**src/rtl/ioctl_loader_pkg.sv**
```systemverilog
// rtl/ioctl_loader_pkg.sv - shared types and constants for the ioctl download engine
//
// Contents:
//   IOCTL_DATA_W          width of one ioctl / RAM data word
//   IOCTL_ADDR_W          width of the address field carried through the write buffer
//   ioctl_loader_state_t  engine states IDLE / LOAD / DRAIN
//   ram_wr_t              one buffered RAM write {addr, data}
package ioctl_loader_pkg;

    localparam int IOCTL_DATA_W = 16;
    localparam int IOCTL_ADDR_W = 25;

    typedef enum logic [1:0] {
        IDLE  = 2'd0,
        LOAD  = 2'd1,
        DRAIN = 2'd2
    } ioctl_loader_state_t;

    typedef struct packed {
        logic [IOCTL_ADDR_W-1:0] addr;
        logic [IOCTL_DATA_W-1:0] data;
    } ram_wr_t;

endpackage

```
**src/rtl/ioctl_loader_fifo.sv**
```systemverilog
// rtl/ioctl_loader_fifo.sv - synchronous write buffer of ram_wr_t entries
//
// Ports:
//   clk    in   clock
//   rst    in   asynchronous active-high reset, clears pointers and count
//   push   in   write wdata (ignored when full)
//   pop    in   discard head entry (ignored when empty)
//   wdata  in   entry to write
//   rdata  out  head entry (valid when !empty)
//   count  out  number of stored entries
//   full   out  count == DEPTH
//   empty  out  count == 0
module ioctl_loader_fifo
    import ioctl_loader_pkg::*;
#(
    parameter int DEPTH = 4,
    localparam int PW = $clog2(DEPTH),
    localparam int CW = PW + 1
) (
    input  logic          clk,
    input  logic          rst,
    input  logic          push,
    input  logic          pop,
    input  ram_wr_t       wdata,
    output ram_wr_t       rdata,
    output logic [CW-1:0] count,
    output logic          full,
    output logic          empty
);

    ram_wr_t         mem [DEPTH];
    logic [PW-1:0]   wr_ptr;
    logic [PW-1:0]   rd_ptr;
    logic            do_push;
    logic            do_pop;

    assign full    = (count == CW'(DEPTH));
    assign empty   = (count == '0);
    assign do_push = push && !full;
    assign do_pop  = pop && !empty;
    assign rdata   = mem[rd_ptr];

    // Storage carries no reset; only the pointers define what is valid.
    always_ff @(posedge clk) begin
        if (do_push) begin
            mem[wr_ptr] <= wdata;
        end
    end

    always_ff @(posedge clk or posedge rst) begin
        if (rst) begin
            wr_ptr <= '0;
            rd_ptr <= '0;
            count  <= '0;
        end else begin
            if (do_push) begin
                wr_ptr <= wr_ptr + 1'b1;
            end
            if (do_pop) begin
                rd_ptr <= rd_ptr + 1'b1;
            end
            count <= count + CW'(do_push) - CW'(do_pop);
        end
    end

endmodule

```
**src/rtl/ioctl_loader.sv**
```systemverilog
// rtl/ioctl_loader.sv - turns ioctl download writes into buffered RAM write requests
//
// Optional feature macro: IOCTL_LOADER_CHECKSUM_EN (16-bit running sum of pushed words).
//
// Ports:
//   clk_sys         in   system clock
//   reset           in   asynchronous active-high reset
//   ioctl_download  in   download-in-progress level
//   ioctl_index     in   region select, bits [5:0] used
//   ioctl_wr        in   one-cycle write strobe
//   ioctl_addr      in   byte offset within the download
//   ioctl_dout      in   write data
//   ioctl_wait      out  back-pressure to the HPS
//   ram_req         out  RAM write request level (buffer not empty)
//   ram_addr        out  RAM byte address of the head entry
//   ram_din         out  RAM data of the head entry
//   ram_ack         in   head entry accepted by RAM
//   busy            out  engine in LOAD or DRAIN
//   done            out  one-cycle pulse when a download is fully committed
//   err_range       out  sticky: a write beyond the region size was dropped
//   err_ovf         out  sticky: a write hit a full buffer and was dropped
//   checksum        out  sum of pushed words (0 when the feature is not built)
module ioctl_loader
    import ioctl_loader_pkg::*;
#(
    parameter int NUM_REGIONS = 4,
    parameter int ADDR_W      = 25,
    parameter int FIFO_DEPTH  = 4,
    parameter logic [NUM_REGIONS-1:0][ADDR_W-1:0] REGION_BASE = '0,
    parameter logic [NUM_REGIONS-1:0][ADDR_W-1:0] REGION_SIZE = '1,
    parameter logic [NUM_REGIONS-1:0]             REGION_SWAP = '1
) (
    input  logic                    clk_sys,
    input  logic                    reset,
    input  logic                    ioctl_download,
    input  logic [7:0]              ioctl_index,
    input  logic                    ioctl_wr,
    input  logic [24:0]             ioctl_addr,
    input  logic [IOCTL_DATA_W-1:0] ioctl_dout,
    output logic                    ioctl_wait,
    output logic                    ram_req,
    output logic [ADDR_W-1:0]       ram_addr,
    output logic [IOCTL_DATA_W-1:0] ram_din,
    input  logic                    ram_ack,
    output logic                    busy,
    output logic                    done,
    output logic                    err_range,
    output logic                    err_ovf,
    output logic [IOCTL_DATA_W-1:0] checksum
);

    localparam int RW = (NUM_REGIONS > 1) ? $clog2(NUM_REGIONS) : 1;
    localparam int CW = $clog2(FIFO_DEPTH) + 1;

    ioctl_loader_state_t state;
    logic [RW-1:0]       region;
    logic                dl_prev;
    logic                pending;

    logic                dl_rise;
    logic                idx_ok;
    logic                start;
    logic                accept;
    logic                in_range;
    logic                push;
    logic                pop;
    logic [ADDR_W-1:0]   wr_addr;
    logic [IOCTL_DATA_W-1:0] wr_data;
    ram_wr_t             fifo_in;
    ram_wr_t             fifo_head;
    logic [CW-1:0]       count;
    logic [CW-1:0]       count_next;
    logic                full;
    logic                empty;
    logic                wait_lvl;
    logic                unused_bits;

    assign unused_bits = ^ioctl_index[7:6];

    assign dl_rise = ioctl_download && !dl_prev;
    assign idx_ok  = 32'(ioctl_index[5:0]) < NUM_REGIONS;
    // A rise seen during DRAIN is remembered and taken as soon as IDLE is
    // reached, provided the download level is still high.
    assign start   = (state == IDLE) && ioctl_download && (dl_rise || pending) && idx_ok;

    assign accept   = (state == LOAD) && ioctl_wr;
    assign in_range = ioctl_addr < 25'(REGION_SIZE[region]);
    assign push     = accept && in_range && !full;
    assign pop      = ram_ack && !empty;
    assign wr_addr  = REGION_BASE[region] + ADDR_W'(ioctl_addr);
    assign wr_data  = REGION_SWAP[region] ? {ioctl_dout[7:0], ioctl_dout[15:8]} : ioctl_dout;

    always_comb begin
        fifo_in      = '0;
        fifo_in.addr = IOCTL_ADDR_W'(wr_addr);
        fifo_in.data = wr_data;
    end

    // Back-pressure is computed from the post-edge occupancy so the flag is a
    // plain register with no path from ioctl_wr to ioctl_wait.
    assign count_next = count + CW'(push) - CW'(pop);
    assign wait_lvl   = count_next >= CW'(FIFO_DEPTH - 1);

    ioctl_loader_fifo #(
        .DEPTH (FIFO_DEPTH)
    ) u_fifo (
        .clk   (clk_sys),
        .rst   (reset),
        .push  (push),
        .pop   (pop),
        .wdata (fifo_in),
        .rdata (fifo_head),
        .count (count),
        .full  (full),
        .empty (empty)
    );

    assign ram_req  = !empty;
    assign ram_addr = ADDR_W'(fifo_head.addr);
    assign ram_din  = fifo_head.data;

    always_ff @(posedge clk_sys or posedge reset) begin
        if (reset) begin
            state      <= IDLE;
            region     <= '0;
            dl_prev    <= 1'b0;
            pending    <= 1'b0;
            busy       <= 1'b0;
            done       <= 1'b0;
            ioctl_wait <= 1'b0;
            err_range  <= 1'b0;
            err_ovf    <= 1'b0;
        end else begin
            dl_prev    <= ioctl_download;
            done       <= 1'b0;
            ioctl_wait <= wait_lvl;
            case (state)
                IDLE: begin
                    pending <= 1'b0;
                    if (start) begin
                        state     <= LOAD;
                        region    <= RW'(ioctl_index[5:0]);
                        busy      <= 1'b1;
                        err_range <= 1'b0;
                        err_ovf   <= 1'b0;
                    end
                end
                LOAD: begin
                    if (accept && !in_range) begin
                        err_range <= 1'b1;
                    end else if (accept && full) begin
                        err_ovf <= 1'b1;
                    end
                    if (!ioctl_download) begin
                        state      <= DRAIN;
                        ioctl_wait <= 1'b1;
                    end
                end
                DRAIN: begin
                    ioctl_wait <= 1'b1;
                    if (dl_rise) begin
                        pending <= 1'b1;
                    end
                    if (empty) begin
                        state      <= IDLE;
                        busy       <= 1'b0;
                        done       <= 1'b1;
                        ioctl_wait <= wait_lvl;
                    end
                end
                default: begin
                    state <= IDLE;
                    busy  <= 1'b0;
                end
            endcase
        end
    end

`ifdef IOCTL_LOADER_CHECKSUM_EN
    always_ff @(posedge clk_sys or posedge reset) begin
        if (reset) begin
            checksum <= '0;
        end else if (start) begin
            checksum <= '0;
        end else if (push) begin
            checksum <= checksum + wr_data;
        end
    end
`else
    assign checksum = '0;
`endif

endmodule

```
**config.mk**
```make
export PLATFORM = sky130hd
export DESIGN_NAME = ioctl_loader
export DESIGN_NICKNAME = d
export VERILOG_FILES = /design/src/rtl/ioctl_loader_pkg.sv /design/src/rtl/ioctl_loader_fifo.sv /design/src/rtl/ioctl_loader.sv
export SDC_FILE = /design/constraint.sdc
export NUM_CORES = 1
export LEC_CHECK = 0
export CAP_MARGIN = 20
export CORE_ASPECT_RATIO = 1.1
export CORE_MARGIN = 1.5
export CORE_UTILIZATION = 35
export DETAILED_ROUTE_END_ITERATION = 10
export SLEW_MARGIN = 40
export SYNTH_ARGS = -nofsm -noshare
export SYNTH_HDL_FRONTEND = slang
export SYNTH_SLANG_ARGS = --single-unit
```
**constraint.sdc**
```tcl
create_clock -name clk_sys -period 5.9 [get_ports clk_sys]
set_clock_uncertainty 0.05 [all_clocks]
set_input_delay 1.475 -clock clk_sys [delete_from_list [all_inputs] [get_ports clk_sys]]
set_output_delay 1.475 -clock clk_sys [all_outputs]
set_load 0.05 [all_outputs]
```
==> results.tsv <==
stage	metric	value	unit
cts	CTS Sinks	180	
yosys	Synth Area in Simple Gates	2.654	%
yosys	Mapped Cells	333	
timing	Final Max Slew Viols	0	
yosys	number of synthesized register bits	180	
timing	post-layout minimum cycle time	4110	ps
yosys	Synth Cell Area	7072	um2
floorplanning	Die Ht	152.1	um
route	WL final	13560	um
cts	post-cts repair resize count	0	
cts	Root Buffer	clkbuf_16	
power_and_ir_drop	PwrDens	517.3	nW/um2
yosys	mux share of post-synthesis cell area	13.78	%
timing	Max-slew headroom	51.68	%
floorplanning	die span in x	138.5	um
floorplanning	Top Ports	117	
power_and_ir_drop	VDD IR-drop max	0.2709	mV
timing	# setup viols final	0	
yosys	Synth Area in Adders	2.512	%
global_route	initial antenna violation count	0	
floorplanning	die area	21070	um2
yosys	top post-synthesis cells by area	edfxtp_1 (70%), mux4_2 (13%), dfrtp_1 (5.7%), ha_1 (1.9%), buf_4 (1.7%)	
critical_path	Max stage delay on crit path	720	ps
critical_path	crit path buf inv count	2	
run_status	outcome	finished clean	
place	GP Congestion	0.7247	
floorplanning	Core Footprint	19800	um2
yosys	Seq/Total Area, Yosys	75.30	%
floorplanning	initial core utilization	35.72	%
critical_path	crit path DAT	2590	ps
cts	CTS max path bufs	2	
route	Final ANT Viol Nets	0	
finish	Final #Nets	509	
timing	post-route clock period utilization	69.66	%
timing	Hold Vio Cnt, Final	0	
place	DP Wirelength	8633	um
route	wire per inst	19.18	um
global_route	vias in the first global route	3709	
critical_path	Setup crit end kind	output pin	
cts	TritonCTS Buffers	17	
timing	Hold Slack	485.1	ps
critical_path	Worst Path Required	4380	ps
power_and_ir_drop	Leak	2.963	nW
yosys	largest family of logic cells by synthesized area	multiplexers	
critical_path	top cell family by delay on the critical path	buffers and inverters	
min_path	path type of the worst min-delay path	register to register	
floorplanning	site row count	54	
global_route	GRT Util Overall	13.53	%
yosys	Synth Area in XOR/XNOR	0.6192	%
finish	final-layout fill cell count	1710	
route	Residual DRC	0	
critical_path	CP max stage cell	clkdlybuf4s50_1	
timing	Peak Freq	243.3	MHz
cts	Hold-fix buffers, CTS	0	
cts	Worst-path clk slew	70	ps
cts	htree depth	4	
cts	Worst-Skew Late Latency	420	ps
global_route	grt ovf	0	
route	drt first pass iters	4	
yosys	YS warnings	0	
yosys	post-synthesis compound-gate area fraction	1.734	%
cts	CTS tree	yes	
critical_path	CP max FO	15	
finish	n_diodes	0	
route	vias	3381	
finish	layout cells sized above 1	20.22	%
timing	RSZ-0062 raised after global routing	no	
finish	final core utilization	44.68	%
finish	layout overhead on the synthesized area	25.07	%
yosys	Yosys cell types	38	
cts	post-CTS setup buffer count	0	
yosys	post-synth top area cell	edfxtp_1	
critical_path	crit-path cells	buf_12 -> mux4_2 -> clkdlybuf4s50_1	
critical_path	CP Launch Type	register	
route	initial DRC count	195	
timing	Worst-Margin Slew	724.7	ps
critical_path	CP Class	register to output pin	
timing	setup tns final	0	ps
route	Avg Vias per Cell	4.782	
run	number of max-cap violations	0	
global_route	global-route wire length before repair	21260	um
yosys	syn avg cell area	21.24	um2
place	IO buf count	96	
yosys	top-area cell type share of the netlist area	69.64	%
global_route	largest net degree at the start of global routing	43	
==> synthesized netlist by cell type <==
cell and n:
and2_1 6, mux2i_1 1, edfxtp_1 164, nor2_1 3, o21ai_1 2, o21ai_0 2, nor4b_2 1, inv_1 16
or3_1 1, mux2_4 2, o31ai_1 1, nand2_1 3, nor4_4 1, a22oi_2 1, ha_1 11, conb_1 1
buf_4 16, xnor2_1 4, nand4_1 6, nand2b_1 1, xor2_1 1, clkbuf_1 4, buf_2 6, mux4_2 41
mux2_1 1, buf_6 1, o2bb2ai_1 1, a21oi_2 2, fa_1 2, nand3_1 3, nor3_1 1, dfrtp_1 16
a31o_4 1, nand2_2 2, o22ai_1 1, a21oi_1 5, a21boi_0 1, or3b_1 1
==> stage by stage <==
stage	instances	cell area [um2]	power, mW	worst slack [ps]
floorplan	348	7128	3.017	2483
global placement	673	8268	3.554	1651
detailed placement	675	8310	3.616	1588
CTS	707	8845	4.653	1711
global route	707	8845	4.798	1661
finish	707	8845	4.576	1790
==> layer usage <==
metal  wire length, um  up-vias  global-route usage (%)
li1                  -     1521                       -
met1              5635     1752                   16.38
met2              7098       95                   23.24
met3               659       13                   3.530
met4               163        0                   5.113
met5                 0        -                       0
==> cells by family (layout without fill, tap and decap cells) <==
kind of cell,count (synthesis),after routing
xor+xnor,5,5
fa+ha+maj,13,13
other cells,1,16
compound gates,17,17
buf+inv,43,150
mux,45,45
flops,180,180
simple gates,29,29
==> state kept, by name, summed over array words and instances, names as in the netlist, 2 cells and up <==
signal	cells
u_fifo.rd_ptr	2
u_fifo.count	3
u_fifo.mem	164
u_fifo.wr_ptr	2
state	2
==> final timing paths <==
check | from | endpoint | slack, ps | cells after the start
hold / removal | pending$_DFFE_PP0P_ | pending$_DFFE_PP0P_ | 490 | 2
hold reg to reg | pending$_DFFE_PP0P_ | pending$_DFFE_PP0P_ | 490 | 2
max in group asynchronous | reset | u_fifo.rd_ptr[0]$_DFFE_PP0P_ | 3950 | 2
setup / recovery | u_fifo.rd_ptr[0]$_DFFE_PP0P_ | ram_addr[5] | 1790 | 3
setup reg to reg | u_fifo.count[1]$_DFF_PP0_ | ioctl_wait$_DFF_PP0_ | 3020 | 10
min in group asynchronous | reset | u_fifo.wr_ptr[1]$_DFFE_PP0P_ | 1390 | 2
==> final cells by class <==
cell class,count,area (um2),area share [%]
Inverter,16,60.06,0.6790
Tap cell,252,315.3,3.565
Clock buffer,19,432.9,4.895
Multi-Input combinational cell,125,1572,17.77
Clock inverter,13,101.3,1.146
Timing Repair Buffer,102,1031,11.66
Sequential cell,180,5333,60.29
==> power by group <==
part | total (mW) | internal (mW) | switching [mW]
combinational | 1.84 | 0.743 | 1.10
sequential | 1.71 | 1.56 | 0.150
clock | 1.03 | 0.545 | 0.484
total | 4.58 | 2.84 | 1.73
==> tightest hold or removal path: stages (launching register included) <==
cell and delay [ps]:
dfrtp_1 360, a21oi_1 50, nor2_1 90
==> layout by cell type (no fill, tap or decap), types with 5 or more instances in the layout <==
cell / n
ha_1: 11
dfrtp_1: 14
conb_1: 16
clkbuf_16: 17
inv_1: 16
mux4_2: 41
nand4_1: 6
clkdlybuf4s50_1: 96
edfxtp_1: 164
a21oi_1: 5
(Power assumes the default switching activity.)
